<file path="src/rtl/fc_pkg.sv">
// Shared widths, types and the requantization rule for the FC datapath.
package fc_pkg;

    localparam int DATA_WIDTH = 16;
    localparam int ACC_WIDTH  = 32;
    localparam int SHIFT      = 8;

    typedef logic signed [ACC_WIDTH-1:0]  acc_t;
    typedef logic signed [DATA_WIDTH-1:0] act_t;

    localparam act_t ACT_MAX = {1'b0, {(DATA_WIDTH-1){1'b1}}};

    function automatic act_t requant_relu_sat(acc_t acc, int shift);
        acc_t s;
        s = acc >>> shift;
        if (s[ACC_WIDTH-1]) return '0;
        if (s > acc_t'(ACT_MAX)) return ACT_MAX;
        return s[DATA_WIDTH-1:0];
    endfunction

endpackage

</file>
<file path="src/rtl/act_requant.sv">
// Per-element requantizer: arithmetic shift, ReLU, saturate to DATA_WIDTH.
module act_requant #(
    parameter int ACC_WIDTH  = fc_pkg::ACC_WIDTH,
    parameter int DATA_WIDTH = fc_pkg::DATA_WIDTH,
    parameter int SHIFT      = fc_pkg::SHIFT
) (
    input  logic signed [ACC_WIDTH-1:0]  acc,
    output logic signed [DATA_WIDTH-1:0] act
);
    import fc_pkg::*;

    localparam logic signed [ACC_WIDTH-1:0] MAX_S =
        {{(ACC_WIDTH-DATA_WIDTH+1){1'b0}}, {(DATA_WIDTH-1){1'b1}}};
    localparam logic signed [DATA_WIDTH-1:0] MAX_A =
        {1'b0, {(DATA_WIDTH-1){1'b1}}};

    logic signed [ACC_WIDTH-1:0] s;

    assign s = acc >>> SHIFT;

    always_comb begin
        if (s[ACC_WIDTH-1])
            act = '0;
        else if (s > MAX_S)
            act = MAX_A;
        else
            act = s[DATA_WIDTH-1:0];
    end

endmodule

</file>
<file path="src/rtl/fc_act_serializer.sv">
// Captures an FC accumulator frame, requantizes it and streams it out
// one activation per cycle with valid/ready backpressure.
module fc_act_serializer #(
    parameter int NUM_NEURONS = 16,
    parameter int DATA_WIDTH  = fc_pkg::DATA_WIDTH,
    parameter int ACC_WIDTH   = fc_pkg::ACC_WIDTH,
    parameter int SHIFT       = fc_pkg::SHIFT
) (
    input  logic                         clk,
    input  logic                         rst_n,
    input  logic                         in_valid,
    input  logic signed [ACC_WIDTH-1:0]  in_data [NUM_NEURONS],
    output logic                         in_ready,
    output logic                         out_valid,
    input  logic                         out_ready,
    output logic signed [DATA_WIDTH-1:0] out_data,
    output logic                         out_last,
    output logic                         drop
);
    import fc_pkg::*;

    localparam int IW = (NUM_NEURONS > 1) ? $clog2(NUM_NEURONS) : 1;
    localparam logic [IW-1:0] LAST_IDX = IW'(NUM_NEURONS - 1);

    typedef enum logic {IDLE, STREAM} state_t;

    state_t state, state_nx;
    logic [IW-1:0] index, index_nx;
    logic signed [DATA_WIDTH-1:0] act_buf [NUM_NEURONS];
    logic signed [DATA_WIDTH-1:0] requant [NUM_NEURONS];
    logic is_last, xfer, capture;

    for (genvar i = 0; i < NUM_NEURONS; i++) begin : g_rq
        act_requant #(
            .ACC_WIDTH (ACC_WIDTH),
            .DATA_WIDTH(DATA_WIDTH),
            .SHIFT     (SHIFT)
        ) u_rq (
            .acc(in_data[i]),
            .act(requant[i])
        );
    end

    // Outputs decode straight from state so an async reset clears them at once.
    assign out_valid = (state == STREAM);
    assign is_last   = (index == LAST_IDX);
    assign out_last  = out_valid && is_last;
    assign out_data  = out_valid ? act_buf[index] : '0;
    assign xfer      = out_valid && out_ready;
    assign in_ready  = (state == IDLE) || (xfer && is_last);
    assign capture   = in_valid && in_ready;

    always_comb begin
        state_nx = state;
        index_nx = index;
        case (state)
            IDLE: begin
                if (capture) begin
                    state_nx = STREAM;
                    index_nx = '0;
                end
            end
            STREAM: begin
                if (xfer) begin
                    if (is_last) begin
                        index_nx = '0;
                        state_nx = capture ? STREAM : IDLE;
                    end else begin
                        index_nx = index + IW'(1);
                    end
                end
            end
            default: state_nx = IDLE;
        endcase
    end

    always_ff @(posedge clk or negedge rst_n) begin
        if (!rst_n) begin
            state <= IDLE;
            index <= '0;
            drop  <= 1'b0;
        end else begin
            state <= state_nx;
            index <= index_nx;
            drop  <= in_valid && !in_ready;
        end
    end

    always_ff @(posedge clk) begin
        if (capture)
            act_buf <= requant;
    end

endmodule

</file>
<file path="config.mk">
export PLATFORM = sky130hd
export DESIGN_NAME = fc_act_serializer
export DESIGN_NICKNAME = d
export VERILOG_FILES = /design/src/rtl/fc_pkg.sv /design/src/rtl/act_requant.sv /design/src/rtl/fc_act_serializer.sv
export SDC_FILE = /design/constraint.sdc
export NUM_CORES = 1
export LEC_CHECK = 0
export BUFFER_PORTS_ARGS = -buffer_cell sky130_fd_sc_hd__buf_2
export CAP_MARGIN = 5
export CORE_AREA = 4 4 204 206
export DETAILED_ROUTE_END_ITERATION = 16
export DIE_AREA = 0 0 208 210
export HOLD_SLACK_MARGIN = 0.12
export PLACE_DENSITY = 0.64
export SLEW_MARGIN = 5
export SYNTH_ARGS = -nofsm -noshare
export SYNTH_HDL_FRONTEND = slang
export SYNTH_SLANG_ARGS = --single-unit
</file>
<file path="constraint.sdc">
create_clock -name clk -period 16.2 [get_ports clk]
set_input_delay 0.81 -clock clk [delete_from_list [all_inputs] [get_ports clk]]
set_output_delay 0.81 -clock clk [all_outputs]
set_load 0.05 [all_outputs]
</file>
### After elaboration in Yosys (flattened, before gate mapping)

Index checks and enable logic that the tools add are counted.
Widths: inputs -> output; s select.

* register bits after elaboration: 262
* input port bits: 516
* word-level logic and storage cells: 110

* add/subtract/negate cells: 1
* order comparisons: 17
* eq/ne operators: 3
* mux-type cells: 28
* bitwise gates (word level): 2
* reduce and logical (&&, ||, !) cells: 24

Operators by type and width (number)
* $gt 24x16->1 const B: 16
* $mux 15: 16
* $bmux 16 s4: 1
* $mux 16: 3
* $reduce_or 2->1: 16
* $mux 4: 3
* $pmux 4 s2: 1
* $ge 5x5->1 const B: 1
* $logic_and 1x1->1: 5
* $not 4->5: 1
* $add 4x1->4 const B: 1
* $eq 4x4->1 const B: 1
* $mux 1: 3
* $ne 2x1->1 const B: 1
* $ne 2x2->1 const B: 1
* $pmux 1 s2: 1
* $reduce_and 2->1: 1
* $logic_not 1->1: 1
* $logic_or 1x1->1: 1
* $not 1->1: 1

### Longest topological paths before layout

* word-level depth: 8
* depth in mapped cells: 7
* gate-level depth less buffers: 5

### Hierarchy

A second synthesis with hierarchy kept.

* cells, all modules: 1145
* area, all modules: 13688.1 sq um

By module, submodules not included
* fc_act_serializer: instances 1, cells an instance 553, area an instance 10284.9 sq um, sequential area each 7837.5 sq um
* act_requant: instances 16, cells an instance 37, area an instance 212.7 sq um, sequential area each 0.0 sq um

### Least setup slack after synthesis

Ideal clock, no wire load.

* path kind: input to register
* start point: in out_ready
* end point: reg act_buf[0] (netlist name), enable pin
* library setup time: 0.957 ns
* arrival time: 13.174 ns
* data required time: 15.243 ns
* path slack: 2.068 ns
* cell stages on the path: 2
* cell sequence: nand2_1 a21oi_1

* longest elaborated chain between the ends: 4

RTL lines
* start, declared: RTL line fc_act_serializer.sv:15 `input logic out_ready,`
* $logic_and 1x1->1: RTL line fc_act_serializer.sv:49 `assign xfer = out_valid && out_ready;`
* $logic_and 1x1->1: RTL line fc_act_serializer.sv:50 `assign in_ready = (state == IDLE) || (xfer && is_last);`
* $logic_or 1x1->1: RTL line fc_act_serializer.sv:50
* $logic_and 1x1->1: RTL line fc_act_serializer.sv:51 `assign capture = in_valid && in_ready;`
* named net capture: RTL line fc_act_serializer.sv:31 `logic is_last, xfer, capture;`
* end signal, assigned: RTL line fc_act_serializer.sv:91 `act_buf <= requant;`
* end, declared: RTL line fc_act_serializer.sv:29 `logic signed [DATA_WIDTH-1:0] act_buf [NUM_NEURONS];`

The timed path passes the listed nets, and every way through them passes these cells.
A chain may end at the register's enable or synchronous reset.

### Worst setup path after layout

* start point: reg index[0]
* end point: out out_data[13]

* longest elaborated chain between the ends: 5

RTL lines
* start, declared: RTL line fc_act_serializer.sv:28 `logic [IW-1:0] index, index_nx;`
* start signal, assigned: RTL line fc_act_serializer.sv:84 `index <= index_nx;`
* $not 4->5 (implied by the code): RTL line fc_act_serializer.sv:48 `assign out_data = out_valid ? act_buf[index] : '0;`
* $bmux 16 s4: RTL line fc_act_serializer.sv:48
* $mux 16 (implied by the code) (2 in a row): RTL line fc_act_serializer.sv:48
* $mux 16: RTL line fc_act_serializer.sv:48
* end, declared: RTL line fc_act_serializer.sv:16 `output logic signed [DATA_WIDTH-1:0] out_data,`

Every way passes these cells. The select of a mux whose other input is x is not followed.

==> impl_metrics.toml <==
[global_route]
grt_max_degree = 185
grt_pass1_wl_um = 59400
antenna_found_initial = 3
grt_usage_pct = 17.7
gr-total-overflow = 0
grt_pass1_vias = 10100

[clocking]
clock_latency_ns = 0.56
postCtsSetupRepairBufs = 0
clkSinkCount = 262
clock-root-buffer = "clkbuf_16"
cts_resized = 0
clock_path_buffers = 3
cts_buffers = 29
htreeDepth = 1
clk_pin_slew_ns = 0.06
cts_tree = "built"

[yosys]
ys_types = 35
synth_edf_count = 256
synth-seq-area-share_pct = 63.2
async_reset_ff_share_pct = 2.29
netlist_area_um2 = 12400
yosysWarnings = 0
syn_inst = 1032
synth_seq_cells = 262
synth_ff_type = "edfxtp_1"
syn_avg_cell_area_um2 = 12.0

[floorplan]
die-area_um2 = 43700
initial_utilization_pct = 31.3
rows = 73
die_x_um = 208
die_y_um = 210
core_um2 = 39600
io_pins = 536

[setup_path]
r2r_slack_ns = 12.52
r2r_start = "index[0]"
cp.required_ns = 15.39
r2r_end = "act_buf[44]"
startpoint = "index[0]"
cp-end-kind = "primary output"
reg2reg_depth = 6
path_max_fanout = 40
cp-start-kind = "flop"
setup.worst_path.class = "flop to primary output"
cp.arrival_ns = 3.58

[sta]
final_max_slew_viol_count = 0
hold_viol = 0
relSlewSlack_pct = 24.2
setup_violations = 0
tightest_slew_ns = 1.14
fmax_mhz = 228
period_share_pct = 27.1
skew_ns = 0.0142
rsz0062_at_grt = "false"
tns_ns = 0
layout_min_cycle_time_ns = 4.39

[power]
pwr-share-clk_pct = 30.3
power_frac_seq_pct = 38.1
cellPowerDensity_nw_per_um2 = 135
ir_worst_vdd_mv = 0.0765
p_int_mw = 1.39
p_leak_nw = 6.21
p_total_mw = 2.13
p_switching_uw = 740
p_sw_share_pct = 34.7
combPwrFrac_pct = 31.6

[min_path]
hold_start = "in_valid"
hold-path-endpoint = "index[1]"
hp-class = "primary input to flop"
whs_path_depth = 2

[routing]
dr_total_vias = 9513
postRouteAntennaNets = 0
vias_per_cell = 4.81
drc = 0
avgRoutedWirePerCell_um = 20.3
drt-total-wl_um = 40200
dr.pass1.iters = 5
drt_iter0_markers = 619

[job]
drv_cap = 0

[place]
io_buffer_count = 407
place_inst = 1924
gp_congestion = 0.917
dp_hpwl_um = 30100
place_area_um2 = 14800

[finish]
syn_to_final_growth_pct = 27.3
layout_common_cells = "nor2_1, buf_2, edfxtp_1"
fill_cells = 3899
layout-drive-gt1-share_pct = 35.7
nNetsFinal = 1948
layout_commonest_cell = "nor2_1"
finalNonFillerCells = 1978
fin_area_um2 = 15800

[status]
outcome = "finished clean"
worst max-delay path, cell delays in order, from the launching register on:
cell	delay, ns
dfrtp_4	0.82
buf_4	0.72
mux2i_1	0.17
a221oi_1	0.52
o21ai_1	0.30
o21ai_1	0.14
buf_2	0.31
metal layers:
layer / track usage (%) / wire length, µm / up-vias / share of wire [%]
li1: - / - / 4463 / -
met2: 31.7 / 20200 / 396 / 50
met1: 22.0 / 15900 / 4596 / 40
met5: 0 / 32 / - / 0.080
met4: 4.10 / 899 / 4 / 2.2
met3: 4.09 / 3070 / 54 / 7.6
layout make-up:
| type | count | area (µm²) | area share, % |
|---|---|---|---|
| Sequential cell | 262 | 7850 | 49.7 |
| Multi-Input combinational cell | 723 | 4250 | 26.9 |
| Timing Repair Buffer | 413 | 2100 | 13.3 |
| Clock buffer | 30 | 729 | 4.62 |
| Tap cell | 525 | 657 | 4.16 |
| Clock inverter | 22 | 191 | 1.21 |
| Inverter | 2 | 7.51 | 0.0476 |
| Antenna cell | 1 | 2.50 | 0.0159 |
worst max-delay path by stage:
stage,endpoint,cells after the start
3_3_place_gp,out_data[14],6
2_1_floorplan,act_buf[0],2
6_report,out_data[13],6
4_1_cts,out_data[14],6
3_5_place_dp,out_data[14],6
5_1_grt,out_data[13],6
synthesized netlist by cell type (2+ instances only):
| cell | instances | area, µm² |
|---|---|---|
| o21ai_1 | 30 | 150 |
| clkbuf_1 | 35 | 131 |
| a221oi_1 | 8 | 70.1 |
| mux2_2 | 2 | 22.5 |
| buf_6 | 9 | 101 |
| o21ai_0 | 8 | 40.0 |
| nand2_1 | 22 | 82.6 |
| mux4_2 | 46 | 1040 |
| buf_2 | 7 | 35.0 |
| a221oi_2 | 8 | 120 |
| dfrtp_1 | 6 | 150 |
| nor2_1 | 483 | 1810 |
| inv_1 | 2 | 7.51 |
| nor4_1 | 32 | 200 |
| nand2b_1 | 4 | 25.0 |
| buf_4 | 4 | 30.0 |
| a21oi_1 | 2 | 10.0 |
| and3_1 | 2 | 12.5 |
| mux2i_1 | 48 | 480 |
| edfxtp_1 | 256 | 7690 |
| buf_12 | 2 | 40.0 |
| buf_8 | 2 | 30.0 |
| nand3_1 | 2 | 10.0 |
registers in the layout, summed over array words and instances, names as in the netlist:
| register | flops |
|---|---|
| act_buf | 256 |
| drop | 1 |
| index | 4 |
| out_valid | 1 |
repair_timing:
action,4_1_cts,5_1_grt
hold buffers,1,0
endpoints found under the hold margin,6,0
setup endpoints to repair,0,0
cell families (layout without fill, tap and decap cells):
logic type	count (synthesis)	count (layout)	share of synthesized area (%)
fa+ha+maj	1	1	0.101
simple gates	550	550	17.6
buf+inv	62	467	3.07
compound gates	59	59	3.32
other cells	1	17	0.0302
flops	262	262	63.2
mux	97	97	12.6
power groups by stage:
| stage | Clock, mW | Combinational, mW | Sequential (mW) |
|---|---|---|---|
| finish | 0.645 | 0.674 | 0.811 |
| global route | 0.686 | 0.726 | 0.816 |
| CTS | 0.659 | 0.692 | 0.814 |
| detailed placement | 0 | 0.692 | 0.828 |
| global placement | 0 | 0.687 | 0.826 |
| floorplan | 0 | 0.502 | 0.809 |
metrics by stage:
stage / hold WS (ns) / worst slack (ns) / util (%)
global placement: 0.532 / 12.30 / 37.4
floorplan: 0.512 / 2.07 / -
CTS: 0.469 / 11.71 / 39.8
global route: 0.481 / 11.61 / 39.8
detailed placement: 0.583 / 12.31 / 37.4
finish: 0.505 / 11.81 / 39.8
(Power assumes the default switching activity.)
